--- config.mk ---
export PLATFORM = sky130hd
export DESIGN_NAME = divu_seq
export DESIGN_NICKNAME = d
export VERILOG_FILES = /design/src/rtl/divu_seq_pkg.sv /design/src/rtl/divu_step.sv /design/src/rtl/divu_seq.sv
export SDC_FILE = /design/constraint.sdc
export NUM_CORES = 1
export LEC_CHECK = 0
export CAP_MARGIN = 30
export CORE_ASPECT_RATIO = 1.5
export CORE_UTILIZATION = 50
export CTS_CLUSTER_SIZE = 16
export DETAILED_ROUTE_END_ITERATION = 10
export PLACE_DENSITY = 0.86
export SETUP_SLACK_MARGIN = 0.4
export SLEW_MARGIN = 20
export SYNTH_ARGS = -nofsm -noshare
export SYNTH_HDL_FRONTEND = slang
export SYNTH_HIERARCHICAL = 1
export SYNTH_SLANG_ARGS = --single-unit
--- constraint.sdc ---
create_clock -name clk -period 4.9 [get_ports clk]
set_input_delay 0.49 -clock clk [delete_from_list [all_inputs] [get_ports clk]]
set_output_delay 0.49 -clock clk [all_outputs]
set_load 0.1 [all_outputs]
--- src/rtl/divu_seq_pkg.sv ---
// Shared definitions for the sequential unsigned divider.
// The operand width, FSM state encoding and iteration-counter width live here.
package divu_seq_pkg;

    localparam int XLEN  = 64;
    localparam int CNT_W = $clog2(XLEN);

    typedef enum logic [1:0] {
        IDLE = 2'd0,
        RUN  = 2'd1,
        DONE = 2'd2
    } state_e;

endpackage

--- src/rtl/divu_step.sv ---
// One restoring-division step: shift in the next dividend bit, trial-subtract
// the divisor and produce the quotient bit.
module divu_step #(
    parameter int W = divu_seq_pkg::XLEN
) (
    input  logic [W-1:0] rem_i,
    input  logic         bit_i,
    input  logic [W-1:0] dvs_i,
    output logic [W-1:0] rem_o,
    output logic         q_o
);

    logic [W:0] shifted;
    logic [W:0] diff;

    // The shifted remainder keeps the old MSB in bit W, so nothing is lost.
    // Since rem < B, shifted < 2B; diff[W] is therefore exactly the borrow.
    assign shifted = {rem_i, bit_i};
    assign diff    = shifted - {1'b0, dvs_i};
    assign q_o     = ~diff[W];
    assign rem_o   = diff[W] ? shifted[W-1:0] : diff[W-1:0];

endmodule

--- src/rtl/divu_seq.sv ---
// Iterative unsigned divider, one quotient bit per clock, MSB first.
// Divide-by-zero returns all-ones quotient and the dividend as remainder.
module divu_seq #(
    parameter int XLEN = divu_seq_pkg::XLEN
) (
    input  logic            clk,
    input  logic            rst,
    input  logic            start,
    input  logic [XLEN-1:0] A,
    input  logic [XLEN-1:0] B,
    output logic            busy,
    output logic            done,
    output logic [XLEN-1:0] Q,
    output logic [XLEN-1:0] R,
    output logic            div_by_zero,
    output logic [1:0]      dbg_state_o
);

    import divu_seq_pkg::*;

    state_e             state_q, state_d;
    logic [CNT_W-1:0]   cnt_q, cnt_d;
    logic [XLEN-1:0]    rem_q, rem_d;
    logic [XLEN-1:0]    dvd_q, dvd_d;
    logic [XLEN-1:0]    dvs_q, dvs_d;
    logic [XLEN-1:0]    q_q, q_d;
    logic [XLEN-1:0]    r_q, r_d;
    logic               dbz_q, dbz_d;

    logic [XLEN-1:0]    step_rem;
    logic               step_q;
    logic               accept;

    divu_step #(.W(XLEN)) u_step (
        .rem_i (rem_q),
        .bit_i (dvd_q[XLEN-1]),
        .dvs_i (dvs_q),
        .rem_o (step_rem),
        .q_o   (step_q)
    );

    assign accept = start && (state_q != RUN);

    always_comb begin
        state_d = state_q;
        cnt_d   = cnt_q;
        rem_d   = rem_q;
        dvd_d   = dvd_q;
        dvs_d   = dvs_q;
        q_d     = q_q;
        r_d     = r_q;
        dbz_d   = dbz_q;
        case (state_q)
            RUN: begin
                // Dividend register doubles as quotient: bits shift out at the top, quotient bits in at the bottom.
                rem_d = step_rem;
                dvd_d = {dvd_q[XLEN-2:0], step_q};
                if (cnt_q == '0) begin
                    state_d = DONE;
                    cnt_d   = '0;
                    q_d     = {dvd_q[XLEN-2:0], step_q};
                    r_d     = step_rem;
                    dbz_d   = 1'b0;
                end else begin
                    cnt_d = cnt_q - 1'b1;
                end
            end
            default: begin
                state_d = IDLE;
                if (accept) begin
                    if (B == '0) begin
                        state_d = DONE;
                        q_d     = '1;
                        r_d     = A;
                        dbz_d   = 1'b1;
                    end else begin
                        state_d = RUN;
                        dvd_d   = A;
                        dvs_d   = B;
                        rem_d   = '0;
                        cnt_d   = CNT_W'(XLEN - 1);
                    end
                end
            end
        endcase
    end

    always_ff @(posedge clk) begin
        if (rst) begin
            state_q <= IDLE;
            cnt_q   <= '0;
            rem_q   <= '0;
            dvd_q   <= '0;
            dvs_q   <= '0;
            q_q     <= '0;
            r_q     <= '0;
            dbz_q   <= 1'b0;
        end else begin
            state_q <= state_d;
            cnt_q   <= cnt_d;
            rem_q   <= rem_d;
            dvd_q   <= dvd_d;
            dvs_q   <= dvs_d;
            q_q     <= q_d;
            r_q     <= r_d;
            dbz_q   <= dbz_d;
        end
    end

    assign busy        = (state_q == RUN);
    assign done        = (state_q == DONE);
    assign Q           = q_q;
    assign R           = r_q;
    assign div_by_zero = dbz_q;
    assign dbg_state_o = state_q;

endmodule
==> qor.txt <==
Synth Cell Area: 0.0183 sq mm
Proportion of synthesized flip-flops having asynchronous set or reset: 0%
Share of cells above drive strength 1: 14.1%
R2r startpoint: dvd_q[63]$_SDFFE_PP0P_
Core area: 0.0359 sq mm
Post-CTS setup buffer count: 0
DR WL/cell: 21.7 microns
Vias in the first global route: 16816
RSZ-0062 raised after global routing: true
Max Fclk: 0.232 GHz
Initial antenna violation count: 2
Crit end category: register
Avg Inst Size Synth: 8.66 sq um
Dpl ws: 0.616 ns
Clock tree buffer depth: 3
First-pass GRT wire length: 92700 microns
Slowest cell on crit path: fa_1
Final period util: 88.0%
EDFF count, synth: 0
DRT antenna net count: 0
Crit path depth: 18
Slew HR: 29.8%
Worst Setup Start Kind: register
Hold depth: 2
CP delay by family, top: compound AO/OA/AOI/OAI gates
H-tree depth: 1
WP data required: 5.33 ns
Number of cell rows: 85
Fin. Hold Viols: 0
Worst hold start: dvs_q[21]$_SDFFE_PP0P_
Compound-gate portion of the synthesized area: 29.2%
RR Endpoint: R[10]$_SDFFE_PP0P_
Min-delay worst type: reg2reg
Max Slew Vio Count: 0
Largest net degree at the start of global routing: 173
Post-synthesis sequential area ratio: 36.1%
Final worst-path setup slack: 0.588 ns
Worst-Skew Late Latency: 0.59 ns
Fillers: 3050
Placed Cells incl. Taps: 2689
WL final: 59500 microns
Flop2flop setup slack: 0.59 ns
Leak pwr: 8.56 nW
Post-DR vias/cell: 6.35
CTS Buf Count: 30
CP Max Fanout: 21
Hold_ws: 0.475 ns
Mux cell area share after synthesis: 5.20%
Synth unique cells: 69
Post-layout net count: 2442
DR pass1 iterations: 8
Initial cell density of the core: 50.8%
Gpl congestion: 0.966
Port-buffer cells: 263
Clock skew after layout: 0.0331 ns
Die Wd: 158 microns
Finished Core Util: 61.8%
TNS Setup: 0 ns
Synth Area in XOR/XNOR: 2.93%
Layout Cells excl Fill: 2747
Clk root buf: clkbuf_16
Critical Path Max Stage Delay: 0.40 ns
Max_cap viols: 0
Worst-path cell chain: inv_1 > ha_1 > fa_1 > and2b_1 > o211ai_1 > a31o_1 > o21ai_2 > a41oi_2 > a211o_1 > a21oi_2 > nor3_1 > nor3_4 > clkinv_2 > buf_4 > mux2_4 > nand2_1 > a21boi_0 > a221oi_1
CP Launch Point: dvd_q[63]$_SDFFE_PP0P_
Total Routing Usage GR: 31.2%
# clock sinks: 329
Die area: 0.0373 sq mm
Via count: 17442
PwrDens: 667 mW/mm^2
Min Tclk post-route: 4.31 ns
Synth warn: 6
Status: finished clean
Clock Pin Slew Worst Setup and Hold Paths: 0.07 ns
Syn nets: 2308
Adder-Cell Fraction of Synth Area: 4.63%
Peak VDD IR: 0.603 mV
Grt ovf: 0
Starting DRT DRC Count: 1810
Synth Area in Simple Gates: 15.0%
Die Y: 236 microns
I/O pin cnt: 264
DRC viols: 0
Hold EP: dvs_q[21]$_SDFFE_PP0P_
Detailed Place HPWL: 42400 microns
CTS tree: yes
Crit path DAT: 4.74 ns
Mapped Cells: 2110
Slew @ Worst Pin: 1.05 ns
P&R area growth vs syn: 21.7%
Crit Path Class: reg2reg
FF+latch count, synth: 329
Main synth FF type: dfxtp_1
Final Setup Violations: 0
Worst Path Buf+Inv: 3
Main combinational cell family by area after synthesis: compound AO/OA/AOI/OAI gates
R2R depth: 18
## flip-flops by register name, indices dropped and copies added, names as in the netlist
signal / cells
Q: 64
R: 64
cnt_q: 6
dbg_state_o: 2
div_by_zero: 1
dvd_q: 64
dvs_q: 64
rem_q: 64
## routing by layer
metal  wire length, microns  global-route usage, %  vias to the layer above
li1                       -                      -                     8053
met1                  24400                   40.3                     8449
met2                  28100                   51.0                      772
met3                   3970                   3.78                      166
met4                   3000                   15.4                        2
met5                     11                      0                        -
## cells in the final DEF (no fill, tap or decap), types with 6 or more instances in the layout
master           instances
clkbuf_16               31
a221oi_2                39
a21boi_0                53
a221oi_1                27
a21oi_1                161
inv_1                   87
buf_4                   20
ha_1                    66
nor2_1                 226
nand2_1                125
o221a_1                 16
nand3_1                144
bufinv_16                6
o21bai_1                 9
a211oi_1                11
nor4_1                  22
nor3_1                  18
clkdlybuf4s50_1        261
o21a_1                   8
dfxtp_1                329
a31oi_1                 12
o21ai_0                104
o22ai_1                 66
xor2_1                  24
and3_1                  11
buf_16                  10
o221a_2                111
xnor2_1                 37
a21boi_1                14
o211ai_1                 8
a21o_1                  29
nand4_1                 22
nor2b_1                  6
mux2_4                  59
clkbuf_1                 8
## where the power goes
part	internal, mW	leakage (nW)	total (mW)	switching (mW)
Sequential	2.99	2.69	3.27	0.277
Combinational	4.01	5.35	8.93	4.92
Clock	1.53	0.523	2.62	1.09
## stage by stage
| step | instance area (sq um) | total power, mW |
|---|---|---|
| after floorplan | 18300 | 10.2 |
| after detailed placement | 21100 | 12.0 |
| after global placement | 20900 | 11.9 |
| final | 22200 | 14.8 |
| after global routing | 22200 | 15.5 |
| after CTS | 22200 | 14.7 |
## cell usage after synthesis, types with 37 or more instances
cell type  instances  area [sq um]
dfxtp_1          329          6590
nor2_1           228           856
a21oi_1          161           806
nand3_1          144           721
nand2_1          127           477
clkbuf_1         124           465
o221a_2          111          1250
o21ai_0          104           521
inv_1             89           334
a21boi_0          67           503
ha_1              66           826
o22ai_1           66           413
mux2_4            59           886
a221oi_2          39           586
xnor2_1           37           324
## how the worst max path moves through the flow
stage | end | slack (ns)
after floorplan | R[27]$_SDFFE_PP0P_ | 1.17
after global placement | R[56]$_SDFFE_PP0P_ | 0.69
after detailed placement | R[40]$_SDFFE_PP0P_ | 0.62
after CTS | R[38]$_SDFFE_PP0P_ | 0.55
after global routing | R[10]$_SDFFE_PP0P_ | 0.37
final | R[10]$_SDFFE_PP0P_ | 0.59
## cell families (layout without fill, tap and decap cells)
family,count (synthesis),in the layout
compound gates,699,699
fa+ha+maj,67,67
simple gates,604,604
xor+xnor,61,61
flops,329,329
other cells,0,1
buf+inv,285,443
mux,65,65
## what timing repair did
item                                    4_1_cts  5_1_grt
hold buffers                                  0        0
endpoints found under the setup margin        0       37
resized for setup                             0       14
## cell type report
| cell class | instances | area (sq um) | share of cell area [%] |
|---|---|---|---|
| Clock inverter | 14 | 236 | 1.06 |
| Tap cell | 478 | 598 | 2.69 |
| Antenna cell | 1 | 2.50 | 0.0113 |
| Timing Repair Buffer | 297 | 3150 | 14.2 |
| Multi-Input combinational cell | 1496 | 10500 | 47.1 |
| Inverter | 90 | 342 | 1.54 |
| Sequential cell | 329 | 6590 | 29.6 |
| Clock buffer | 42 | 847 | 3.81 |
## tightest hold or removal path, cell delays in order, from the launching register on
cell and delay, ns:
dfxtp_1 0.31, o21ai_0 0.06, a21oi_1 0.06
No activity file was read; power rests on OpenSTA's default activity.
